[config.mk]
export PLATFORM = sky130hd
export DESIGN_NAME = fsgnj_pipe_flat
export DESIGN_NICKNAME = d
export VERILOG_FILES = /design/src/rtl/fp_pkg.sv /design/src/rtl/fsgnj_pipe_if.sv /design/src/rtl/fp_nanbox_unbox.sv /design/src/rtl/fsgnj_pipe_chk.sv /design/src/rtl/fsgnj_pipe.sv /design/src/flat_wrapper.sv
export SDC_FILE = /design/constraint.sdc
export NUM_CORES = 1
export LEC_CHECK = 0
export ABC_AREA = 1
export BUFFER_PORTS_ARGS = -buffer_cell sky130_fd_sc_hd__buf_4
export CAP_MARGIN = 20
export CORE_MARGIN = 2
export CORE_UTILIZATION = 25
export CTS_CLUSTER_SIZE = 28
export DETAILED_ROUTE_END_ITERATION = 8
export GPL_TIMING_DRIVEN = 0
export PLACE_DENSITY_LB_ADDON = 0.08
export SLEW_MARGIN = 20
export SYNTH_ARGS = -nofsm -noshare
export SYNTH_HDL_FRONTEND = slang
export SYNTH_SLANG_ARGS = --single-unit
[constraint.sdc]
create_clock -name CLK -period 2.4 [get_ports CLK]
set_clock_uncertainty 0.2 [all_clocks]
set_input_delay 0.48 -clock CLK [delete_from_list [all_inputs] [get_ports CLK]]
set_output_delay 0.48 -clock CLK [all_outputs]
set_load 0.01 [all_outputs]
[src/rtl/fp_pkg.sv]
// Shared FP encodings, canonical NaN constants and format helpers
// for the sign-injection datapath.
package fp_pkg;

    typedef enum logic [1:0] {
        FMT_S = 2'b00,
        FMT_D = 2'b01,
        FMT_H = 2'b10,
        FMT_R = 2'b11
    } fp_fmt_e;

    typedef enum logic [1:0] {
        SGNJ_OP_J   = 2'b00,
        SGNJ_OP_N   = 2'b01,
        SGNJ_OP_X   = 2'b10,
        SGNJ_OP_ABS = 2'b11
    } sgnj_op_e;

    localparam logic [31:0] CNAN_S = 32'h7FC0_0000;
    localparam logic [15:0] CNAN_H = 16'h7E00;

    // Reserved format and double on a 32-bit register file collapse to single.
    function automatic fp_fmt_e fmt_resolve(input logic [1:0] fmt, input int flen);
        fp_fmt_e res;
        case (fmt)
            2'b00:   res = FMT_S;
            2'b01:   res = (flen == 64) ? FMT_D : FMT_S;
            2'b10:   res = FMT_H;
            default: res = FMT_S;
        endcase
        return res;
    endfunction

    function automatic logic [6:0] fmt_width(input fp_fmt_e fmt, input int flen);
        logic [6:0] w;
        case (fmt)
            FMT_S:   w = 7'd32;
            FMT_D:   w = 7'(flen);
            FMT_H:   w = 7'd16;
            default: w = 7'd32;
        endcase
        return w;
    endfunction

endpackage

[src/rtl/fsgnj_pipe_if.sv]
// Issue/result handshake bundle between the FALU issue slot and the
// sign-injection pipe.
interface fsgnj_pipe_if #(
    parameter int FLEN  = 64,
    parameter int TAG_W = 6
);
    logic             FLUSH;
    logic             IN_VALID;
    logic             IN_READY;
    logic [1:0]       IN_FMT;
    logic [1:0]       IN_OP;
    logic [TAG_W-1:0] IN_TAG;
    logic [FLEN-1:0]  INPUT_1;
    logic [FLEN-1:0]  INPUT_2;
    logic             OUT_VALID;
    logic             OUT_READY;
    logic [TAG_W-1:0] OUT_TAG;
    logic [FLEN-1:0]  OUTPUT;

    modport master (
        output FLUSH, IN_VALID, IN_FMT, IN_OP, IN_TAG, INPUT_1, INPUT_2, OUT_READY,
        input  IN_READY, OUT_VALID, OUT_TAG, OUTPUT
    );

    modport slave (
        input  FLUSH, IN_VALID, IN_FMT, IN_OP, IN_TAG, INPUT_1, INPUT_2, OUT_READY,
        output IN_READY, OUT_VALID, OUT_TAG, OUTPUT
    );
endinterface

[src/rtl/fp_nanbox_unbox.sv]
// NaN-box check of one operand: narrow values whose upper bits are not all
// ones are replaced by the canonical NaN of their format.
module fp_nanbox_unbox
    import fp_pkg::*;
#(
    parameter int FLEN = 64
) (
    input  logic [FLEN-1:0] i_val,
    input  fp_fmt_e         i_fmt,
    output logic [FLEN-1:0] o_val
);

    logic [6:0]      w_width;
    logic [FLEN-1:0] w_box_mask;
    logic [FLEN-1:0] w_cnan;
    logic            w_boxed;

    // Box mask covers bits above the format width; empty for full-width double.
    always_comb begin
        w_width    = fmt_width(i_fmt, FLEN);
        w_box_mask = {FLEN{1'b1}} << w_width;
        case (i_fmt)
            FMT_H:   w_cnan = FLEN'(CNAN_H);
            default: w_cnan = FLEN'(CNAN_S);
        endcase
        w_boxed = ((i_val & w_box_mask) == w_box_mask);
        if (w_boxed) begin
            o_val = i_val & ~w_box_mask;
        end else begin
            o_val = w_cnan;
        end
    end

endmodule

[src/rtl/fsgnj_pipe_chk.sv]
// Protocol and configuration properties observed on the sign-injection pipe.
module fsgnj_pipe_chk
    import fp_pkg::*;
#(
    parameter int FLEN    = 64,
    parameter int LATENCY = 1,
    parameter int TAG_W   = 6
) (
    input logic             CLK,
    input logic             RST,
    input logic             FLUSH,
    input logic             IN_VALID,
    input logic [1:0]       IN_FMT,
    input logic             OUT_VALID,
    input logic             OUT_READY,
    input logic [TAG_W-1:0] OUT_TAG,
    input logic [FLEN-1:0]  OUTPUT
);

    a_latency_legal: assert property (@(posedge CLK) (LATENCY >= 1) && (LATENCY <= 3));

    a_no_double_on_32: assert property (@(posedge CLK) disable iff (RST)
        (IN_VALID && (FLEN == 32)) |-> (IN_FMT != FMT_D));

    a_flush_clears: assert property (@(posedge CLK) disable iff (RST)
        FLUSH |=> !OUT_VALID);

    a_stall_stable: assert property (@(posedge CLK) disable iff (RST)
        (OUT_VALID && !OUT_READY && !FLUSH) |=>
            (OUT_VALID && $stable(OUTPUT) && $stable(OUT_TAG)));

endmodule

[src/rtl/fsgnj_pipe.sv]
// Pipelined FSGNJ/FSGNJN/FSGNJX/FABS for half, single and double with
// NaN-boxed results, valid/ready stall chain, ROB tag and flush.
module fsgnj_pipe
    import fp_pkg::*;
#(
    parameter int FLEN    = 64,
    parameter int LATENCY = 1,
    parameter int TAG_W   = 6
) (
    input logic         CLK,
    input logic         RST,
    fsgnj_pipe_if.slave bus
);

    fp_fmt_e         w_fmt;
    sgnj_op_e        w_op;
    logic [6:0]      w_width;
    logic [FLEN-1:0] w_op1;
    logic [FLEN-1:0] w_op2;
    logic [FLEN-1:0] w_box_mask;
    logic [FLEN-1:0] w_mag_mask;
    logic [FLEN-1:0] w_sign_mask;
    logic            w_s1;
    logic            w_s2;
    logic            w_sign;
    logic [FLEN-1:0] w_result;

    logic [LATENCY-1:0] w_adv;
    logic [LATENCY-1:0] r_vld;
    logic [FLEN-1:0]    r_data [LATENCY];
    logic [TAG_W-1:0]   r_tag  [LATENCY];

    // Decode format and operation for the stage-0 datapath.
    always_comb begin
        w_fmt   = fmt_resolve(bus.IN_FMT, FLEN);
        w_op    = sgnj_op_e'(bus.IN_OP);
        w_width = fmt_width(w_fmt, FLEN);
    end

    fp_nanbox_unbox #(.FLEN(FLEN)) u_unbox_1 (
        .i_val (bus.INPUT_1),
        .i_fmt (w_fmt),
        .o_val (w_op1)
    );

    fp_nanbox_unbox #(.FLEN(FLEN)) u_unbox_2 (
        .i_val (bus.INPUT_2),
        .i_fmt (w_fmt),
        .o_val (w_op2)
    );

    // The sign lives at bit W-1; selecting it by mask avoids a variable bit index.
    always_comb begin
        w_box_mask  = {FLEN{1'b1}} << w_width;
        w_mag_mask  = ~({FLEN{1'b1}} << (w_width - 7'd1));
        w_sign_mask = ~w_mag_mask & ~w_box_mask;
        w_s1        = |(w_op1 & w_sign_mask);
        w_s2        = |(w_op2 & w_sign_mask);
        case (w_op)
            SGNJ_OP_J:   w_sign = w_s2;
            SGNJ_OP_N:   w_sign = ~w_s2;
            SGNJ_OP_X:   w_sign = w_s1 ^ w_s2;
            SGNJ_OP_ABS: w_sign = 1'b0;
            default:     w_sign = w_s2;
        endcase
        w_result = w_box_mask
                 | (w_sign ? w_sign_mask : {FLEN{1'b0}})
                 | (w_op1 & w_mag_mask);
    end

    // Advance chain, resolved from the output back towards stage 0.
    always_comb begin
        w_adv = {LATENCY{1'b0}};
        w_adv[LATENCY-1] = ~r_vld[LATENCY-1] | bus.OUT_READY;
        for (int k = LATENCY - 2; k >= 0; k--) begin
            w_adv[k] = ~r_vld[k] | w_adv[k+1];
        end
    end

    // Stage registers: stage 0 captures results, later stages only shift.
    always_ff @(posedge CLK or posedge RST) begin
        if (RST) begin
            r_vld <= {LATENCY{1'b0}};
            for (int k = 0; k < LATENCY; k++) begin
                r_data[k] <= {FLEN{1'b0}};
                r_tag[k]  <= {TAG_W{1'b0}};
            end
        end else if (bus.FLUSH) begin
            r_vld <= {LATENCY{1'b0}};
        end else begin
            if (w_adv[0]) begin
                r_vld[0] <= bus.IN_VALID;
                if (bus.IN_VALID) begin
                    r_data[0] <= w_result;
                    r_tag[0]  <= bus.IN_TAG;
                end
            end
            for (int k = 1; k < LATENCY; k++) begin
                if (w_adv[k]) begin
                    r_vld[k] <= r_vld[k-1];
                    if (r_vld[k-1]) begin
                        r_data[k] <= r_data[k-1];
                        r_tag[k]  <= r_tag[k-1];
                    end
                end
            end
        end
    end

    assign bus.IN_READY  = w_adv[0];
    assign bus.OUT_VALID = r_vld[LATENCY-1];
    assign bus.OUTPUT    = r_data[LATENCY-1];
    assign bus.OUT_TAG   = r_tag[LATENCY-1];

    fsgnj_pipe_chk #(.FLEN(FLEN), .LATENCY(LATENCY), .TAG_W(TAG_W)) u_chk (
        .CLK       (CLK),
        .RST       (RST),
        .FLUSH     (bus.FLUSH),
        .IN_VALID  (bus.IN_VALID),
        .IN_FMT    (bus.IN_FMT),
        .OUT_VALID (bus.OUT_VALID),
        .OUT_READY (bus.OUT_READY),
        .OUT_TAG   (bus.OUT_TAG),
        .OUTPUT    (bus.OUTPUT)
    );

endmodule

[src/flat_wrapper.sv]
// flat-port wrapper written by rule: the top's interface ports become plain ports
module fsgnj_pipe_flat import fp_pkg::*;
#(
    parameter int FLEN    = 64,
    parameter int LATENCY = 1,
    parameter int TAG_W   = 6
)
  (CLK, RST, bus_FLUSH, bus_IN_VALID, bus_IN_FMT, bus_IN_OP, bus_IN_TAG, bus_INPUT_1, bus_INPUT_2, bus_OUT_READY, bus_IN_READY, bus_OUT_VALID, bus_OUT_TAG, bus_OUTPUT);
  fsgnj_pipe_if #(.FLEN(FLEN), .TAG_W(TAG_W)) bus_i ();
  input logic CLK;
  input logic RST;
  input wire logic [$bits(bus_i.FLUSH)-1:0] bus_FLUSH;
  input wire logic [$bits(bus_i.IN_VALID)-1:0] bus_IN_VALID;
  input wire logic [$bits(bus_i.IN_FMT)-1:0] bus_IN_FMT;
  input wire logic [$bits(bus_i.IN_OP)-1:0] bus_IN_OP;
  input wire logic [$bits(bus_i.IN_TAG)-1:0] bus_IN_TAG;
  input wire logic [$bits(bus_i.INPUT_1)-1:0] bus_INPUT_1;
  input wire logic [$bits(bus_i.INPUT_2)-1:0] bus_INPUT_2;
  input wire logic [$bits(bus_i.OUT_READY)-1:0] bus_OUT_READY;
  output wire logic [$bits(bus_i.IN_READY)-1:0] bus_IN_READY;
  output wire logic [$bits(bus_i.OUT_VALID)-1:0] bus_OUT_VALID;
  output wire logic [$bits(bus_i.OUT_TAG)-1:0] bus_OUT_TAG;
  output wire logic [$bits(bus_i.OUTPUT)-1:0] bus_OUTPUT;
  assign bus_i.FLUSH = bus_FLUSH;
  assign bus_i.IN_VALID = bus_IN_VALID;
  assign bus_i.IN_FMT = bus_IN_FMT;
  assign bus_i.IN_OP = bus_IN_OP;
  assign bus_i.IN_TAG = bus_IN_TAG;
  assign bus_i.INPUT_1 = bus_INPUT_1;
  assign bus_i.INPUT_2 = bus_INPUT_2;
  assign bus_i.OUT_READY = bus_OUT_READY;
  assign bus_IN_READY = bus_i.IN_READY;
  assign bus_OUT_VALID = bus_i.OUT_VALID;
  assign bus_OUT_TAG = bus_i.OUT_TAG;
  assign bus_OUTPUT = bus_i.OUTPUT;
  fsgnj_pipe #(.FLEN(FLEN), .LATENCY(LATENCY), .TAG_W(TAG_W)) u_core (.CLK(CLK), .RST(RST), .bus(bus_i));
endmodule
==> results.toml <==
[run_status]
outcome = "finished clean"

[min_path]
min-delay-path-class = "in2reg"

[power]
p_per_area_nw_per_um2 = 643
p_total_uw = 3840
p_leak_uw = 0.00290
vdd_drop_max_mv = 0.273

[logic_synthesis]
postSynthAreaPerCell_sq_um = 7.46
synth_cell_types = 29
async_reset_ff_share_pct = 100
synth.cell_area_sq_um = 3720
syn-num-nets = 646
ys_seq_area_share_pct = 47.7
syn_inst = 499
yosysWarnings = 0
synth_top_flop_cell = "dfrtp_1"
synth_top_area_share_pct = 47.7
yosys-top-cells-area = "dfrtp_1, nand2_1, nor2_1"
synth_edf_count = 0
synth_largest_area_cell = "dfrtp_1"
synth-seq-cells = 71

[route]
first_iter_violations = 283
wl_per_cell_um = 15.5
dr.pass1.iters = 5
antenna_left = 0
viasPerCell = 4.55
wl_um = 14200
vias = 4182
remaining_drc_errors = 0

[placed_design]
port_buffers = 214
dp_cells = 899
dpl_cell_area_sq_um = 5610
finalWeightedCongestion = 0.840
hpwl_um = 11400
pre_cts_ws_ns = -0.606

[setup_path]
cp.arrival_ns = 2.21
path_class = "in2reg"
startpoint_type = "input port"
critPathMaxFanout = 10
required_ns = 2.43
end_kind = "flop"

[timing]
whs_ns = 0.100
rsz0062_at_grt = "no"
fin_crit_ns = 2.18
tightest_slew_ns = 0.567
setup_slack_ns = 0.216
slew_violations = 0
final-hold-violation-count = 0
slew_headroom_pct = 62.2
setup_violations = 0
min_period_over_period_pct = 91.0
max_freq_ghz = 0.458

[final_layout]
stdcell_area_sq_um = 5970
area_growth_pct = 60.3
finalNetCount = 877
fin_cells = 919
drive_gt1_share_pct = 35.0
layout_common_cells = "buf_4, nand2_1, nor2_1"
layout.cells.most_common = "buf_4"
diodes = 0

[job]
cap_violations = 0

[clocking]
insertion_delay_ns = 0.33
cts-root-buf = "clkbuf_16"
cts.sinks = 71
cts_tree = "built"
cts_buffers = 9
clkTransAtPathRegs_ns = 0.06
ctsLongestPathBuffers = 2
cts.htree.levels = 3

[die]
initial_core_util_pct = 25.6
die_x_um = 126
core_sq_um = 14500
ios = 215
die_y_um = 126
rows = 44
die_area_sq_um = 15900

[global_route]
antenna_found_initial = 0
grt_overflow = 0
grt_pass1_wl_um = 22000
grtUsageTotal_pct = 17.6
grt_pass1_vias = 4225
grt_max_degree = 30
-- layer usage --
layer	share of wire (%)	vias to the layer above	track usage (%)
met1	44	1923	22.8
met5	0	-	0
met4	2.0	0	6.53
met2	47	146	28.8
met3	6.8	19	4.12
li1	-	2094	-
-- state kept, by name, summed over array words and instances, names as in the netlist --
name,cells
u_core.bus.OUT_TAG,6
u_core.bus.OUTPUT,64
u_core.bus.OUT_VALID,1
-- worst max-delay path, cell delays in order --
cell	delay, ns
buf_4	0.12
inv_1	0.06
ha_1	0.23
clkbuf_4	0.24
inv_1	0.13
nand2_1	0.13
nand2_4	0.06
buf_6	0.14
nor3_2	0.11
nor2_1	0.06
nand2_1	0.08
nand2_2	0.05
nand2_1	0.06
nand2_2	0.06
a21oi_1	0.14
nor2_1	0.05
-- what timing repair did --
action	in CTS	in global routing
endpoints found under the hold margin	15	0
pin swaps	1	1
buffers inserted	2	1
resized for setup	5	8
hold buffers	1	0
setup endpoints to repair	15	66
-- Yosys cell counts, types with 4 or more instances --
library cell  count
nand2_1         123
o22ai_1           7
clkbuf_1         18
dfrtp_1          71
nor2_1           91
ha_1              4
inv_1            45
o21ai_0          10
nand4_1          23
a21oi_1          59
nor4_1            7
nand3_1          14
o211ai_1          8
-- final cells by class --
| type | count | area [sq um] |
|---|---|---|
| clock inverter | 5 | 56.3 |
| buffer | 23 | 115 |
| tap | 184 | 230 |
| inverter | 47 | 180 |
| sequential | 71 | 1780 |
| clock buffer | 11 | 243 |
| fill | 1556 | 8560 |
| timing repair buffer | 220 | 1690 |
| multi-input combinational | 358 | 1680 |
-- path summary, 6_finish.rpt --
path	from	to	slack, ns	depth (start not counted)
hold reg to reg	u_core.bus.OUT_TAG[4]	u_core.bus.OUT_TAG[4]	0.28	2
setup / recovery	bus_IN_FMT[1]	u_core.bus.OUTPUT[63]	0.22	16
max in group asynchronous	RST	u_core.bus.OUTPUT[58]	1.00	4
min in group asynchronous	RST	u_core.bus.OUTPUT[23]	0.50	3
setup reg to reg	u_core.bus.OUT_VALID	u_core.bus.OUTPUT[19]	0.28	8
hold / removal	bus_FLUSH	u_core.bus.OUT_VALID	0.1	2
-- report_power, final --
group | leakage (uW) | switching (uW) | internal [uW]
sequential | 0.000761 | 104 | 1370
clock | 0.000146 | 543 | 834
combinational | 0.00200 | 477 | 512
-- per-stage QoR --
stage / TNS [ns] / util, %
after global routing: 0 / 41.1
after detailed placement: -17.86 / 38.6
after global placement: -15.76 / 38.3
after floorplan: 0 / -
after CTS: 0 / 40.9
final: 0 / 41.1
-- cells by family (layout without fill, tap and decap cells) --
family,after synthesis,in the layout,share of synthesized area (%)
adders and majority gates,4,4,1.34
DFF,71,71,47.7
buffers and inverters,70,306,7.62
AOI/OAI and AO/OA,88,88,13.1
and+or+nand+nor,266,266,30.2
Note: power is estimated with default switching activity, not from simulation.
